$ cat src/rtl/byte_serializer.sv
// Word-to-bitstream serializer: one active shift register plus one pending
// holding register, so back-to-back words stream with no idle gap.
module byte_serializer #(
    parameter int DATA_W    = 8,
    parameter bit MSB_FIRST = 1'b1
) (
    input  logic              clk,
    input  logic              reset,
    input  logic [DATA_W-1:0] in_data,
    input  logic              in_valid,
    output logic              in_ready,
    output logic              ser_bit,
    output logic              ser_valid,
    output logic              ser_last,
    output logic              busy
);

    localparam int CNT_W = $clog2(DATA_W);
    localparam logic [CNT_W-1:0] CNT_LAST = CNT_W'(DATA_W - 1);

    localparam logic [0:0] ST_IDLE  = 1'b0;
    localparam logic [0:0] ST_SHIFT = 1'b1;

    logic [0:0]        state_q, state_d;
    logic [DATA_W-1:0] shift_q, shift_d;
    logic [DATA_W-1:0] hold_q, hold_d;
    logic              hold_full_q, hold_full_d;
    logic [CNT_W-1:0]  cnt_q, cnt_d;

    logic accept;
    logic last_bit;
    logic [DATA_W-1:0] shifted;

    // Handshake: a word transfers at a rising edge where in_valid and in_ready
    // are both high; in_ready depends only on the holding slot and reset.
    assign in_ready = !hold_full_q && !reset;
    assign accept   = in_valid && in_ready;
    assign last_bit = (state_q == ST_SHIFT) && (cnt_q == CNT_LAST);

    assign shifted = MSB_FIRST ? {shift_q[DATA_W-2:0], 1'b0}
                               : {1'b0, shift_q[DATA_W-1:1]};

    assign ser_valid = (state_q == ST_SHIFT);
    assign ser_bit   = ser_valid & (MSB_FIRST ? shift_q[DATA_W-1] : shift_q[0]);
    assign ser_last  = last_bit;
    assign busy      = (state_q == ST_SHIFT) || hold_full_q;

    always_comb begin
        state_d     = state_q;
        shift_d     = shift_q;
        hold_d      = hold_q;
        hold_full_d = hold_full_q;
        cnt_d       = cnt_q;
        case (state_q)
            ST_IDLE: begin
                if (accept) begin
                    shift_d = in_data;
                    cnt_d   = '0;
                    state_d = ST_SHIFT;
                end
            end
            default: begin
                if (!last_bit) begin
                    shift_d = shifted;
                    cnt_d   = cnt_q + CNT_W'(1);
                    if (accept) begin
                        hold_d      = in_data;
                        hold_full_d = 1'b1;
                    end
                end else if (hold_full_q) begin
                    // Pending word takes over the shifter on the very next cycle.
                    shift_d     = hold_q;
                    hold_d      = '0;
                    hold_full_d = 1'b0;
                    cnt_d       = '0;
                end else if (accept) begin
                    shift_d = in_data;
                    cnt_d   = '0;
                end else begin
                    shift_d = '0;
                    cnt_d   = '0;
                    state_d = ST_IDLE;
                end
            end
        endcase
    end

    always_ff @(posedge clk) begin
        if (reset) begin
            state_q     <= ST_IDLE;
            shift_q     <= '0;
            hold_q      <= '0;
            hold_full_q <= 1'b0;
            cnt_q       <= '0;
        end else begin
            state_q     <= state_d;
            shift_q     <= shift_d;
            hold_q      <= hold_d;
            hold_full_q <= hold_full_d;
            cnt_q       <= cnt_d;
        end
    end

endmodule

$ cat config.mk
export PLATFORM = sky130hd
export DESIGN_NAME = byte_serializer
export DESIGN_NICKNAME = d
export VERILOG_FILES = /design/src/rtl/byte_serializer.sv
export SDC_FILE = /design/constraint.sdc
export NUM_CORES = 1
export LEC_CHECK = 0
export ABC_AREA = 0
export BUFFER_PORTS_ARGS = -buffer_cell sky130_fd_sc_hd__buf_4
export CAP_MARGIN = 20
export CELL_PAD_IN_SITES_DETAIL_PLACEMENT = 2
export CELL_PAD_IN_SITES_GLOBAL_PLACEMENT = 2
export CORE_ASPECT_RATIO = 1.1
export CORE_UTILIZATION = 36
export CTS_BUF_LIST = sky130_fd_sc_hd__clkbuf_2
export DETAILED_ROUTE_END_ITERATION = 10
export PLACE_DENSITY_LB_ADDON = 0.1
export SLEW_MARGIN = 20
export SYNTH_ARGS = -nofsm -noshare
export SYNTH_HDL_FRONTEND = slang
export SYNTH_SLANG_ARGS = --single-unit
$ cat constraint.sdc
create_clock -name clk -period 1.9 [get_ports clk]
set_input_delay 0.19 -clock clk [delete_from_list [all_inputs] [get_ports clk]]
set_output_delay 0.19 -clock clk [all_outputs]
set_load 0.05 [all_outputs]
==> flow_summary_export.csv, run 1 <==
group,metric,value,unit
drt,route.met2.wl,1387,um
clock_network,clk_pin_slew,0.20,ns
clock_network,cts-resized-gates,0,
layout,layout_commonest_cell,"dfxtp_1",
drt,drc,0,
logic_synthesis,syn_nets,129,
worst_setup_path,crit_slowest_cell,"nand2b_1",
clock_network,ctsHoldBuffers,0,
min_path,min_to,"hold_q[1]",
clock_network,cts_tree,"yes",
global_routing,grt_pass1_wl,4360,um
timing,fin_crit,1.722,ns
logic_synthesis,ys_ff_latch,21,
worst_setup_path,path_cells,"ha_1 -> ha_1 -> nand2b_1 -> nor2_1 -> o32ai_1",
clock_network,clock-sinks,21,
worst_setup_path,rr_worst_depth,5,
global_routing,grt_start_max_net_pins,26,
clock_network,cts_buffers,3,
die,die_height,59.64,um
global_routing,grt_pass1_vias,914,
job,maxCapViolCount,0,
worst_setup_path,crit_type,"reg2reg",
timing,rsz0062_at_grt,"false",
clock_network,cts_setup_buffers,0,
logic_synthesis,synth_cells,116,
drt,dr.pass1.iters,3,
clock_network,htreeDepth,1,
global_routing,overflow,0,
layout,area_delta_synth_final,12.08,%
worst_setup_path,cp-start-kind,"register",
clock_network,root_buffer,"clkbuf_2",
worst_setup_path,slowest_delay,0.47,ns
layout,final-instance-count-excl-fill,160,
layout,n_fill_cell,322,
power_and_ir_drop,ir_drop,0.3474,mV
global_routing,antenna_found_initial,0,
drt,drt_iter0_drc,21,
timing,worst_slew_pin_slew,0.6695,ns
drt,wl,2757,um
drt,via_per_inst,5.525,
min_path,worstHoldStart,"in_data[1]",
worst_setup_path,path_common_cell,"ha_1",
timing,hold_slack,0.06833,ns
timing,final.period_utilization,90.62,%
worst_setup_path,arrival,1.95,ns
logic_synthesis,syn_area,0.001087,mm2
power_and_ir_drop,power_frac_clock,22.2,%
logic_synthesis,synth-warning-count,0,
timing,fmaxAchievable,580.8,MHz
worst_setup_path,required,2.13,ns
power_and_ir_drop,p_int,0.5977,mW
power_and_ir_drop,p_sw_share,30.34,%
timing,max_slew_margin,55.31,%
placed_design,hpwl,1965,um
power_and_ir_drop,p_sw,0.2603,mW
drt,wl_met3,88,um
min_path,worstHoldPathType,"in2reg",
drt,wl_per_cell,17.23,um
worst_setup_path,r2r-start,"cnt_q[0]",
power_and_ir_drop,pwr-share-seq,57.8,%
logic_synthesis,yosysUniqueCellTypes,29,
drt,dr_total_vias,884,
power_and_ir_drop,p_leak,0.4897,nW
timing,final.setup.tns,0,ns
die,die_w,54.40,um
timing,hold_viol_final,0,
layout,final_nets,141,
drt,highest_layer,"met4",
placed_design,routabilityCongestion,0.7006,
outcome,status,"finished clean",
timing,setup_viol,0,
power_and_ir_drop,power_density,704.1,mW/mm2
global_routing,grt_usage,19.28,%
power_and_ir_drop,pwr-share-comb,20.1,%
layout,diodes,0,
worst_setup_path,worstReg2RegEnd,"shift_q[1]",
placed_design,dp_cells,156,
placed_design,io_buffers,15,
worst_setup_path,regToRegSetupSlack,0.18,ns
die,dieArea,0.003244,mm2
logic_synthesis,syn_area_per_cell,9.373,um2
logic_synthesis,yosysSeqAreaShare,38.67,%
timing,slew_viol_final,0,
timing,fin_skew,0.005749,ns
worst_setup_path,endpoint_kind,"register",
clock_network,clock_path_buffers,2,
clock_network,clock_latency,0.31,ns
layout,drive_gt1_share,25.20,%
layout,layout_common_cells,"21 x dfxtp_1, 17 x buf_4, 10 x nor2_1, 10 x nand2b_1, 8 x o2bb2ai_1",
die,core,0.002828,mm2
worst_setup_path,crit_fanout,9,
die,rows,20,
min_path,hold_depth,2,
drt,wl_met1,1241,um
drt,final_antenna_net_count,0,
die,pin_count,16,
die,initial_utilization,38.45,%
-- worst max path at each step --
stage | start | endpoint
floorplan | ser_valid | hold_full_q
global placement | cnt_q[0] | hold_q[7]
detailed placement | cnt_q[0] | shift_q[1]
CTS | cnt_q[0] | shift_q[1]
global route | cnt_q[0] | shift_q[6]
finish | cnt_q[0] | shift_q[1]
-- cell usage after synthesis --
cell       number  area (um2)
ha_1            2       25.02
nor2_8          1       20.02
o32ai_1         7       61.31
a22oi_1         7       52.55
buf_2           1       5.000
a21bo_2         7       70.07
nor3_1          1       5.000
nor2_1         10       37.54
clkbuf_1        5       18.77
inv_1           7       26.28
o2bb2ai_1       8       70.07
a2bb2oi_1       1       8.760
a21oi_1         4       20.02
or3b_1          2       17.52
nor2b_1         3       18.77
buf_1           1       3.750
buf_6           2       22.52
nand2_1         4       15.01
nor3b_4         1       18.77
nand3_1         1       5.000
and2_1          2       12.51
nand3b_1        3       22.52
nand2b_1       10       62.56
dfxtp_1        21       420.4
or3_1           1       6.260
or2_2           1       6.260
a311oi_1        1       8.760
buf_4           1       7.510
a21boi_4        1       18.77
-- area by class of cell --
class	instances	area (um2)	share of cell area [%]
Multi-Input combinational cell	78	583.1	47.84
Tap cell	33	41.29	3.388
Timing Repair Buffer	17	127.6	10.47
Clock buffer	4	20.02	1.643
Sequential cell	21	420.4	34.50
Inverter	7	26.28	2.156
-- power groups by stage --
stage	logic (mW)	clock network (mW)	registers, mW
3_3_place_gp	0.169	0	0.503
2_1_floorplan	0.127	0	0.496
3_5_place_dp	0.174	0	0.505
6_report	0.172	0.190	0.496
5_1_grt	0.190	0.214	0.500
4_1_cts	0.176	0.201	0.496
-- per-layer routing --
| metal | vias to the layer above | GRT usage (%) |
|---|---|---|
| met2 | 11 | 31.36 |
| met5 | - | 0 |
| met1 | 436 | 24.38 |
| met3 | 4 | 3.077 |
| met4 | 0 | 8.791 |
| li1 | 433 | - |
-- cells by family (layout without fill, tap and decap cells) --
logic type                 count (synthesis)  count (layout)  synth area share [%]
buffers and inverters                     17              28                 7.710
DFF                                       21              21                 38.66
AOI/OAI and AO/OA                         36              36                 28.54
and+or+nand+nor                           40              40                 22.79
adders and majority gates                  2               2                 2.301
-- state kept, by name (all words and copies together), names as in the netlist --
name,count
cnt_q,3
hold_full_q,1
hold_q,8
ser_valid,1
shift_q,8
-- worst max-delay path, delay by kind of cell, from the launching register on --
family / cells / cell delay, ns
and+or+nand+nor: 2 / 0.55
adders and majority gates: 2 / 0.41
DFF: 1 / 0.40
AOI/OAI and AO/OA: 1 / 0.27
-- stage by stage --
stage          area [um2]  setup WS, ns  total power [mW]  util, %
5_1_grt              1219       0.02372            0.9041    43.10
2_1_floorplan        1087       0.09378            0.6234        -
6_report             1219        0.1782            0.8581    43.10
3_5_place_dp         1199        0.2014            0.6795    42.39
3_3_place_gp         1199        0.3033            0.6717    42.39
4_1_cts              1219        0.1333            0.8733    43.10
Power figures use the tool's default switching activity.
==> inputs of run 2 (changes only) <==
Settings changed: ABC_AREA 0 to 1, CORE_UTILIZATION 36 to 33.
==> run 2 against run 1 <==
Critical endpoint is now ser_last; highest routed layer unchanged; largest power group unchanged; synthesized cell count is 34% higher; core utilization down 4.1 points; power is 17% higher; flip-flop and latch count did not move; wire length up 20%.
==> flow_summary_export.csv, run 2 <==
group,metric,value,unit
timing,slew_viol_final,0,
die,dieArea,0.003713,mm2
global_routing,grt_start_max_net_pins,23,
worst_setup_path,slowest_delay,0.42,ns
global_routing,overflow,0,
layout,reg_top3,"hold_q x8, shift_q x8, cnt_q x3",
worst_setup_path,cp_top_family,"flip-flops",
drt,dr_total_vias,1086,
layout,final_nets,182,
die,core,0.003331,mm2
min_path,worstHoldPathType,"in2reg",
drt,wl,3320,um
placed_design,io_buffers,15,
die,die_w,58.19,um
drt,drt_iter0_drc,22,
die,die_height,63.81,um
job,maxCapViolCount,0,
worst_setup_path,r2r-start,"cnt_q[0]",
logic_synthesis,synth_edf_count,0,
logic_synthesis,yosysMostFrequentCell,"nand2_1",
die,pin_count,16,
worst_setup_path,crit_slowest_cell,"dfxtp_2",
clock_network,root_buffer,"clkbuf_2",
clock_network,clock_latency,0.34,ns
global_routing,grt_pass1_vias,1182,
logic_synthesis,yosysSeqAreaShare,36.68,%
timing,final.period_utilization,91.57,%
clock_network,cts_buffers,3,
timing,rsz0062_at_grt,"false",
placed_design,routabilityCongestion,0.7532,
global_routing,grt_usage,19.71,%
drt,dr.pass1.iters,4,
clock_network,cts_tree,"yes",
timing,fmaxAchievable,574.8,MHz
logic_synthesis,syn_nets,169,
timing,fin_crit,1.740,ns
logic_synthesis,synth_cells,156,
min_path,hold_depth,3,
placed_design,dp_slack,0.2380,ns
logic_synthesis,syn_area_per_cell,7.347,um2
power_and_ir_drop,p_leak,0.5455,nW
global_routing,antenna_found_initial,0,
drt,via_per_inst,5.028,
power_and_ir_drop,power.total,1.000,mW
logic_synthesis,syn_area,0.001146,mm2
die,rows,22,
power_and_ir_drop,ir_drop,0.4068,mV
worst_setup_path,path_cells,"ha_1 -> ha_4 -> nand2_2 -> inv_1 -> buf_4",
die,initial_utilization,34.41,%
timing,fin_skew,0.02570,ns
clock_network,clock-sinks,21,
clock_network,clock_path_buffers,2,
timing,fin_ws,0.1602,ns
layout,layout_commonest_cell,"nand2_1",
worst_setup_path,required,1.71,ns
outcome,status,"finished clean",
worst_setup_path,endpoint_kind,"output pin",
logic_synthesis,synth_top_area_cell,"dfxtp_1",
logic_synthesis,ys.flop_type,"dfxtp_1",
worst_setup_path,worstSetupStartpoint,"cnt_q[0]",
timing,hold_viol_final,0,
clock_network,clk_pin_slew,0.24,ns
worst_setup_path,critPathBufInv,2,
global_routing,grt_pass1_wl,5547,um
power_and_ir_drop,power_density,769.6,mW/mm2
drt,wl_per_cell,15.37,um
layout,area_delta_synth_final,13.43,%
worst_setup_path,rr_worst_depth,9,
layout,drive_gt1_share,26.79,%
worst_setup_path,cp-start-kind,"register",
timing,worst_slew_pin_slew,0.6137,ns
logic_synthesis,ys_ff_latch,21,
logic_synthesis,synth_top_area_share,36.68,%
layout,layout_common_cells,"44 x nand2_1, 23 x nand3_1, 20 x dfxtp_1",
clock_network,htreeDepth,1,
layout,diodes,0,
timing,setup_viol,0,
worst_setup_path,crit_fanout,8,
logic_synthesis,synthTopCellsByCount,"44 x nand2_1, 23 x nand3_1, 21 x dfxtp_1",
timing,final.setup.tns,0,ns
worst_setup_path,crit_type,"reg2out",
min_path,worstHoldStart,"in_data[2]",
drt,drc,0,
drt,final_antenna_net_count,0,
logic_synthesis,postSynth.asyncResetShare,0,%
placed_design,hpwl,2521,um
worst_setup_path,crit_cells,5,
logic_synthesis,synthTopCellsByArea,"dfxtp_1 37%, nand2_1 14%, nand3_1 10%, a21oi_2 6.1%, a21oi_1 4.8%",
logic_synthesis,synth-warning-count,0,
timing,max_slew_margin,59.03,%
logic_synthesis,yosysUniqueCellTypes,24,
worst_setup_path,arrival,1.55,ns
==> run 2: cell types whose count changed after synthesis, moves of 7 or more <==
| cell | before | now |
|---|---|---|
| a22oi_1 | 7 | 0 |
| nand2b_1 | 10 | 0 |
| a21oi_1 | 4 | 11 |
| a21oi_2 | 0 | 8 |
| o32ai_1 | 7 | 0 |
| a21bo_2 | 7 | 0 |
| o2bb2ai_1 | 8 | 0 |
| nand3_1 | 1 | 23 |
| nand2_1 | 4 | 44 |
==> run 2: logic make-up after synthesis <==
kind of cell               count (synthesis)  synth area share [%]
AOI/OAI and AO/OA                         21                 12.44
adders and majority gates                  2                 2.183
and+or+nand+nor                           90                 38.54
DFF                                       21                 36.68
buffers and inverters                     22                 10.15
==> run 2: report_power, final <==
| group | internal [mW] | total [mW] | switching, mW |
|---|---|---|---|
| Clock | 0.0556 | 0.207 | 0.152 |
| Sequential | 0.478 | 0.516 | 0.0382 |
| Combinational | 0.0941 | 0.277 | 0.183 |
| Total | 0.628 | 1.00 | 0.372 |
==> run 2: cell type report <==
cell class	count	area [um2]
Fill cell	410	2031
Tap cell	48	60.06
Timing Repair Buffer	15	112.6
Sequential cell	21	421.7
Inverter	15	63.81
Clock buffer	4	20.02
Multi-Input combinational cell	113	621.8
==> run 2: worst paths after layout <==
kind,endpoint,slack [ns]
worst max-delay path,ser_last,0.16
worst min-delay path,hold_q[2],0.1
worst max register to register,shift_q[2],0.35
worst min register to register,hold_q[6],0.48
==> run 2: metrics by stage <==
step	hold WS [ns]	cell area [um2]	instances	utilization [%]
6_report	0.09697	1300	216	39.03
5_1_grt	0.08718	1300	216	39.03
4_1_cts	0.1021	1289	216	38.69
3_5_place_dp	0.4610	1266	212	38.02
3_3_place_gp	0.4500	1266	212	38.02
2_1_floorplan	0.2630	1146	156	-
==> run 2: layer usage <==
layer  global-route usage [%]  up-vias  part of all wire, %
met4                    5.357        0                  1.5
met3                    1.822        6                  2.4
met1                    23.16      538                   43
met5                        0        -                    0
li1                         -      523                    -
met2                    37.21       19                   53
==> run 2: worst register-to-register path: cells and delay by family (launching register included) <==
kind | cells | cell delay, ns
AO/OA/AOI/OAI | 1 | 0.11
flip-flops | 1 | 0.40
buffers and inverters | 1 | 0.08
AND/OR/NAND/NOR | 5 | 0.46
adder cells (fa/ha/maj) | 2 | 0.44
==> run 2: what timing repair did <==
action | CTS | global route
setup endpoints to repair | 1 | 1
gates resized for setup | 1 | 2
setup buffers | 0 | 0
gates cloned | 0 | 0
hold buffers | 0 | 0
